`config.mk`:
```
export PLATFORM = sky130hd
export DESIGN_NAME = countdown_timer
export DESIGN_NICKNAME = d
export VERILOG_FILES = /design/src/rtl/countdown_pkg.sv /design/src/rtl/countdown_selfsubber.sv /design/src/rtl/countdown_timer.sv
export SDC_FILE = /design/constraint.sdc
export NUM_CORES = 1
export LEC_CHECK = 0
export CAP_MARGIN = 10
export CORE_MARGIN = 1.5
export CORE_UTILIZATION = 25
export DETAILED_ROUTE_END_ITERATION = 6
export PLACE_DENSITY_LB_ADDON = 0.05
export SETUP_SLACK_MARGIN = 0.02
export SLEW_MARGIN = 20
export SYNTH_ARGS = -nofsm -noshare
export SYNTH_HDL_FRONTEND = slang
export SYNTH_SLANG_ARGS = --single-unit
export TNS_END_PERCENT = 10
```
`constraint.sdc`:
```
create_clock -name clk -period 2.1 [get_ports clk]
set_clock_uncertainty 0.1 [all_clocks]
set_input_delay 0.315 -clock clk [delete_from_list [all_inputs] [get_ports clk]]
set_output_delay 0.315 -clock clk [all_outputs]
set_load 0.05 [all_outputs]
```
`src/rtl/countdown_pkg.sv`:
```
// Shared types and constants for the BCD countdown timer.
package countdown_pkg;

  typedef enum logic [1:0] {
    S_IDLE,
    S_RUN,
    S_PAUSE,
    S_RING
  } state_t;

  localparam logic [3:0] UNITS_MAX = 4'd9;
  localparam logic [3:0] TENS_MAX  = 4'd5;

  // Width able to hold 0..ticks, never narrower than one bit.
  function automatic int unsigned ring_cnt_width(input int unsigned ticks);
    int unsigned w;
    w = $clog2(ticks + 1);
    return (w < 1) ? 1 : w;
  endfunction

  function automatic logic [3:0] clamp_digit(input logic [3:0] d, input logic [3:0] lim);
    return (d > lim) ? lim : d;
  endfunction

endpackage

```
`src/rtl/countdown_selfsubber.sv`:
```
// One BCD digit: loadable down-counter that reloads to its limit on borrow.
module selfsubber (
  input  logic       clk_i,
  input  logic       rst_ni,
  input  logic       en_i,
  input  logic       load_i,
  input  logic [3:0] load_val_i,
  input  logic [3:0] limit_i,
  output logic [3:0] value_o,
  output logic       borrow_o
);

  logic [3:0] value_q;

  always_ff @(posedge clk_i or negedge rst_ni) begin
    if (!rst_ni) begin
      value_q <= '0;
    end else if (load_i) begin
      value_q <= load_val_i;
    end else if (en_i) begin
      value_q <= (value_q == '0) ? limit_i : value_q - 4'd1;
    end
  end

  assign value_o  = value_q;
  assign borrow_o = en_i & (value_q == '0);

endmodule

```
`src/rtl/countdown_timer.sv`:
```
// MM:SS BCD countdown timer with run/pause control and a timed expiry ring.
module countdown_timer
  import countdown_pkg::*;
#(
  parameter int unsigned RING_TICKS = 30
) (
  input  logic       clk,
  input  logic       reset,
  input  logic       tick,
  input  logic       load,
  input  logic       start,
  input  logic       pause,
  input  logic [7:0] min_in,
  input  logic [7:0] sec_in,
  output logic [7:0] min_out,
  output logic [7:0] sec_out,
  output logic       running,
  output logic       expired,
  output logic       done
);

  localparam int unsigned CW = ring_cnt_width(RING_TICKS);
  localparam logic [CW-1:0] RING_LAST = CW'(RING_TICKS - 1);

  state_t        state_q;
  logic [CW-1:0] ring_cnt_q;
  logic          done_q;

  logic [3:0] su_q, st_q, mu_q, mt_q;
  logic       b_su, b_st, b_mu, b_mt;
  logic       load_acc, dec, count_zero, at_one;

  assign load_acc   = load & (state_q != S_RUN);
  assign dec        = (state_q == S_RUN) & tick & ~pause;
  assign count_zero = (mt_q == '0) & (mu_q == '0) & (st_q == '0) & (su_q == '0);
  assign at_one     = (mt_q == '0) & (mu_q == '0) & (st_q == '0) & (su_q == 4'd1);

  // Borrow ripples combinationally from seconds units up to minutes tens.
  selfsubber u_sec_units (
    .clk_i(clk), .rst_ni(reset), .en_i(dec), .load_i(load_acc),
    .load_val_i(clamp_digit(sec_in[3:0], UNITS_MAX)), .limit_i(UNITS_MAX),
    .value_o(su_q), .borrow_o(b_su)
  );

  selfsubber u_sec_tens (
    .clk_i(clk), .rst_ni(reset), .en_i(b_su), .load_i(load_acc),
    .load_val_i(clamp_digit(sec_in[7:4], TENS_MAX)), .limit_i(TENS_MAX),
    .value_o(st_q), .borrow_o(b_st)
  );

  selfsubber u_min_units (
    .clk_i(clk), .rst_ni(reset), .en_i(b_st), .load_i(load_acc),
    .load_val_i(clamp_digit(min_in[3:0], UNITS_MAX)), .limit_i(UNITS_MAX),
    .value_o(mu_q), .borrow_o(b_mu)
  );

  selfsubber u_min_tens (
    .clk_i(clk), .rst_ni(reset), .en_i(b_mu), .load_i(load_acc),
    .load_val_i(clamp_digit(min_in[7:4], UNITS_MAX)), .limit_i(UNITS_MAX),
    .value_o(mt_q), .borrow_o(b_mt)
  );

  always_ff @(posedge clk or negedge reset) begin
    if (!reset) begin
      state_q    <= S_IDLE;
      ring_cnt_q <= '0;
      done_q     <= 1'b0;
    end else begin
      done_q <= 1'b0;
      case (state_q)
        S_IDLE, S_PAUSE: begin
          if (!load && start && !count_zero) state_q <= S_RUN;
        end
        S_RUN: begin
          if (pause) begin
            state_q <= S_PAUSE;
          end else if (dec && at_one) begin
            state_q    <= S_RING;
            ring_cnt_q <= '0;
            done_q     <= 1'b1;
          end
        end
        S_RING: begin
          if (load || start) begin
            state_q <= S_IDLE;
          end else if (tick) begin
            if (ring_cnt_q == RING_LAST) begin
              state_q    <= S_IDLE;
              ring_cnt_q <= '0;
            end else begin
              ring_cnt_q <= ring_cnt_q + CW'(1);
            end
          end
        end
        default: state_q <= S_IDLE;
      endcase
    end
  end

  assign min_out = {mt_q, mu_q};
  assign sec_out = {st_q, su_q};
  assign running = (state_q == S_RUN);
  assign expired = (state_q == S_RING);
  assign done    = done_q;

  logic unused_borrow;
  assign unused_borrow = b_mt;

endmodule
```
; ---- Yosys cells after proc, flatten, opt, wreduce, memory -nomap -nowiden
; Index checks and enable logic that the tools add are counted.
[word_totals]
ff_bits = 24
input_bits = 22
output_inout_bits = 19
wordCells = 92
[classes]
bitwise = 11
n_reduce_logical = 19
n_addsub = 5
order_cmp = 4
mux = 32
eq_ne = 14
[ops]
columns = operator, n
row1 = $mux W4, 16
row2 = $mux W5, 5
row3 = $logic_not A4 Y1, 4
row4 = $sub A4 B1 Y4 const B, 4
row5 = $gt A4 B4 Y1 const B, 3
row6 = $mux W2, 6
row7 = $and A1 B1 Y1, 10
row8 = $pmux W5 S2, 1
row9 = $reduce_bool A2 Y1, 5
row10 = $ne A2 B2 Y1 const B, 4
row11 = $ne A3 B2 Y1 const B, 2
row12 = $pmux W2 S3, 1
row13 = $add A5 B1 Y5 const B, 1
row14 = $eq A5 B5 Y1 const B, 1
row15 = $reduce_and A5 Y1, 1
row16 = $eq A2 B2 Y1 const B, 2
row17 = $eq A4 B1 Y1 const B, 1
row18 = $gt A4 B3 Y1 const B, 1
row19 = $ne A2 B1 Y1 const B, 2
row20 = $reduce_and A4 Y1, 1
row21 = $logic_and A1 B1 Y1, 3
row22 = $mux W1, 3
row23 = $ne A3 B1 Y1 const B, 1
row24 = $eq A2 B1 Y1 const B, 1
row25 = 5 further kinds, 6

; ---- Logic depth before layout (Yosys ltp)
[logic_depth]
word_depth = 8
mapped_depth = 7
depth_no_buf = 7

; ---- By module
; From an unflattened synthesis, not the netlist that was laid out.
[hier_totals]
hier_cells = 218
area_unflattened_um2 = 1875.5
[by_module_without_submodules]
columns = mod, cells_per_inst, seq_area_each_um2, instances, area_each_um2
row1 = selfsubber, 35, 100.1, 4, 310.3
row2 = countdown_timer, 78, 200.2, 1, 634.4

; ---- Worst setup path before layout
; Ideal clock, no wire load.
[synth_timing]
path_kind = flip-flop to flip-flop
start = reg u_sec_tens.value_q[1] (netlist: u_sec_tens.value_o[1])
end = reg u_min_units.value_q[1] (netlist: u_min_units.value_o[1])
period_less_slack_ps = 2231
setup_time_ps = 82
t_required_ps = 1918
path_slack_ps = -131
path_stages_with_launch = 6
arrival_time_ps = 2049
path_buffers = 0
path_cell_list = dfrtp_1 > nor4_1 > nand2_1 > or2_1 > or4_1 > a31oi_1
[synth_between]
elab_chain_len = 3
[synth_rtl]
columns = item, line
row1 = start: declaration, countdown_selfsubber.sv:13  ; logic [3:0] value_q;
row2 = start signal: assignment, countdown_selfsubber.sv:19  ; value_q <= load_val_i;
row3 = start signal: assignment, countdown_selfsubber.sv:21  ; value_q <= (value_q == '0) ? limit_i : value_q - 4'd1;
row4 = $logic_not A4 Y1, countdown_selfsubber.sv:26  ; assign borrow_o = en_i & (value_q == '0);
row5 = $and A1 B1 Y1, countdown_selfsubber.sv:26
row6 = $reduce_bool A2 Y1 (no source line), --
row7 = end signal: assignment, countdown_selfsubber.sv:19
row8 = end signal: assignment, countdown_selfsubber.sv:21
row9 = end: declaration, countdown_selfsubber.sv:13
; No other way between the ends.
; A chain may end at the register's enable or synchronous reset.

; ---- Worst setup path after layout
[layout_timing]
start = reg u_min_tens.value_q[0] (netlist: u_min_tens.value_o[0])
end = out min_out[4]
[layout_lines]
columns = item, line
row1 = start: declaration, countdown_selfsubber.sv:13
row2 = start signal: assignment, countdown_selfsubber.sv:19
row3 = start signal: assignment, countdown_selfsubber.sv:21
row4 = end: declaration, countdown_timer.sv:15  ; output logic [7:0] min_out,
; No word-level cell between the ends.

==> results.yml <==
grt:
  grt.total_usage_pct: 13.7
  grt_pass1_vias: 1389
  antenna_found_initial: 0
  overflow: 0
  grt_max_degree: 25
  grt_pass1_wl_um: 6680
synthesis:
  synth_ff_type: "dfrtp_1"
  synth_cell_type_count: 37
  syn_nets: 183
  syn-instance-count: 159
  synth_top_cell_by_area: "dfrtp_1"
  synth_area_leaders: "dfrtp_1 (42%), a21oi_1 (5.7%), nor2_1 (5.0%)"
  seq_area_frac_synth_pct: 42.4
  async_reset_ff_share_pct: 100
  ys_ff_latch: 24
  synth_most_common_cell: "dfrtp_1"
  syn_area_per_cell_um2: 8.91
  synth_top_area_share_pct: 42.4
  synth-edff-count: 0
  syn_area_mm2: 0.00142
  ys_warn_count: 0
  synth_top_cells_by_count: "dfrtp_1 (24), nor2_1 (19), a21oi_1 (16)"
timing:
  finalHoldViolations: 0
  max_slew.worst_pin.slew_ps: 508
  period_minus_slack_ps: 2030
  tns_ps: 0
  finalCritPeriodShare_pct: 96.6
  rsz0062_at_grt: "yes"
  slew_headroom_pct: 66.0
  setup_violations: 0
  max_freq_mhz: 493
  drv_slew: 0
job:
  cap_violations: 0
pwr:
  vdd_drop_max_uv: 427
  internal-power_mw: 1.11
  power_frac_seq_pct: 35.8
  power_density_mw_per_mm2: 957
  swShare_pct: 45.3
  clockPowerShare_pct: 14.2
  combinationalPowerShare_pct: 49.9
  p_leak_nw: 0.820
  p_switching_uw: 922
floorplan:
  io_pins: 41
  die_area_mm2: 0.00613
  rows: 27
  initial_core_util_pct: 25.9
  die_h_um: 78.3
  die_x_um: 78.3
  core_area_mm2: 0.00547
detailed_routing:
  dr.pass1.iters: 4
  wl_um: 3920
  ant_nets: 0
  drtIter0Drc: 81
  num_vias: 1398
  vias_per_cell: 4.80
  drc: 0
  routedWlPerCell_um: 13.5
worst_hold_path:
  hp-class: "input port to async pin"
critical_path:
  r2r_start: "state_q[1]"
  start_kind: "register"
  crit_required_ps: 1680
  arrival_ps: 1610
  end_kind: "output port"
  crit_family: "buffers and inverters"
  cp_max_fo: 7
  r2r-end: "u_sec_tens.value_o[1]"
  critPathBufInv: 1
  r2r_cells: 5
  r2r_slack_ps: 70
  critPathSlowestCell: "clkdlybuf4s50_1"
  slowest_delay_ps: 850
  worstSetupPathType: "register to output port"
  cp_cell_sequence: "clkdlybuf4s50_1"
clocking:
  cts.sinks: 24
  cts-htree-levels: 1
  cts_tree: "yes"
  cts-buffers-inserted: 3
  clkLatencyLatePin_ps: 270
  cts_buffer_depth: 2
  clk_pin_slew_worst_paths_ps: 90
  root_buffer: "clkbuf_8"
placed_design:
  dp_hpwl_um: 3040
  port_buffers: 40
  placed_area_mm2: 0.00206
  gp_congestion: 0.816
cells_and_area:
  n_antenna_cell: 0
  drive_gt1_share_pct: 21.9
  final_nets: 244
  num-fill-cells: 563
  syn_to_final_growth_pct: 50.1
  postLayoutCellArea_mm2: 0.00213
outcome:
  status: "finished clean"
-- layout make-up --
| class | instances | area, µm² | area share (%) |
|---|---|---|---|
| well taps | 72 | 90.1 | 4.24 |
| repair buffers | 62 | 568 | 26.7 |
| inverters | 8 | 30.0 | 1.41 |
| flip-flops and latches | 24 | 612 | 28.8 |
| multi-input cells | 121 | 781 | 36.7 |
| clock buffers | 4 | 45.0 | 2.12 |
-- cell usage in the layout, fill, tap and decap left out, types with 3 or more instances in the layout --
cell	netlist	layout
clkdlybuf4s50_1	0	35
buf_4	0	24
nor2_1	19	19
a21oi_1	16	16
dfrtp_1	24	15
o21ai_0	11	11
dfrtp_2	0	9
inv_1	8	8
nand2_1	9	8
a31oi_1	8	8
xnor2_1	6	6
nor3_1	5	5
o31ai_1	5	5
nand3_1	5	5
nor4_1	5	4
or4_1	4	4
or2_2	3	3
clkbuf_8	0	3
-- registers in the layout, indices dropped and copies added (netlist names) --
name,cells
ring_cnt_q,5
u_min_tens.value_o,4
u_min_units.value_o,4
u_sec_tens.value_o,4
u_sec_units.value_o,4
state_q,2
done,1
-- metal layers --
layer  wire (µm)  GRT usage [%]  part of all wire (%)
met1        1910           19.3                    49
met2        1810           21.4                    46
met3         172           2.21                   4.4
met4          25           4.64                  0.64
met5           0              0                     0
-- how the worst max path moves through the flow --
stage,to,slack (ps),cells past startpoint,from
after floorplan,u_min_tens.value_o[1],0.01,5,u_min_units.value_o[1]
after global placement,u_min_units.value_o[1],-320,6,tick
after detailed placement,u_min_tens.value_o[1],-340,7,tick
after CTS,u_sec_tens.value_o[1],30,5,state_q[1]
after global routing,u_min_units.value_o[1],20,5,state_q[1]
final,min_out[4],70,1,u_min_tens.value_o[0]
-- cells by family (layout without fill, tap and decap cells) --
family                   Yosys count  count (layout)  share of synthesized area [%]
AND/OR/NAND/NOR                   67              67                           28.3
AO/OA/AOI/OAI                     46              46                           19.6
flip-flops                        24              24                           42.4
buffers and inverters             14              74                           4.24
XOR/XNOR                           6               6                           3.71
adder cells (fa/ha/maj)            2               2                           1.77
-- metrics by stage --
| step | worst slack (ps) | instances | utilization, % | hold slack, ps | power [mW] |
|---|---|---|---|---|---|
| final | 70.5 | 291 | 38.8 | 300 | 2.04 |
| after global routing | 15.2 | 291 | 38.8 | 330 | 2.17 |
| after CTS | 26.1 | 291 | 38.6 | 311 | 2.05 |
| after detailed placement | -341 | 286 | 37.6 | 374 | 1.75 |
| after global placement | -315 | 286 | 37.6 | 372 | 1.74 |
| after floorplan | 0.0127 | 159 | - | -80.6 | 1.32 |
-- power groups by stage --
stage / registers [mW] / clock network [mW] / logic, mW
final: 0.729 / 0.290 / 1.02
after global routing: 0.750 / 0.322 / 1.10
after CTS: 0.725 / 0.302 / 1.02
after detailed placement: 0.731 / 0 / 1.02
after global placement: 0.732 / 0 / 1.01
after floorplan: 1.01 / 0 / 0.308
-- timing repair --
item,CTS,global route
hold endpoints to repair,0,0
cloned,0,0
hold buffers,0,0
buffers inserted,1,0
pin swaps,6,3
resized for setup,3,2
setup endpoints to repair,3,6
Note: power is estimated with default switching activity, not from simulation.
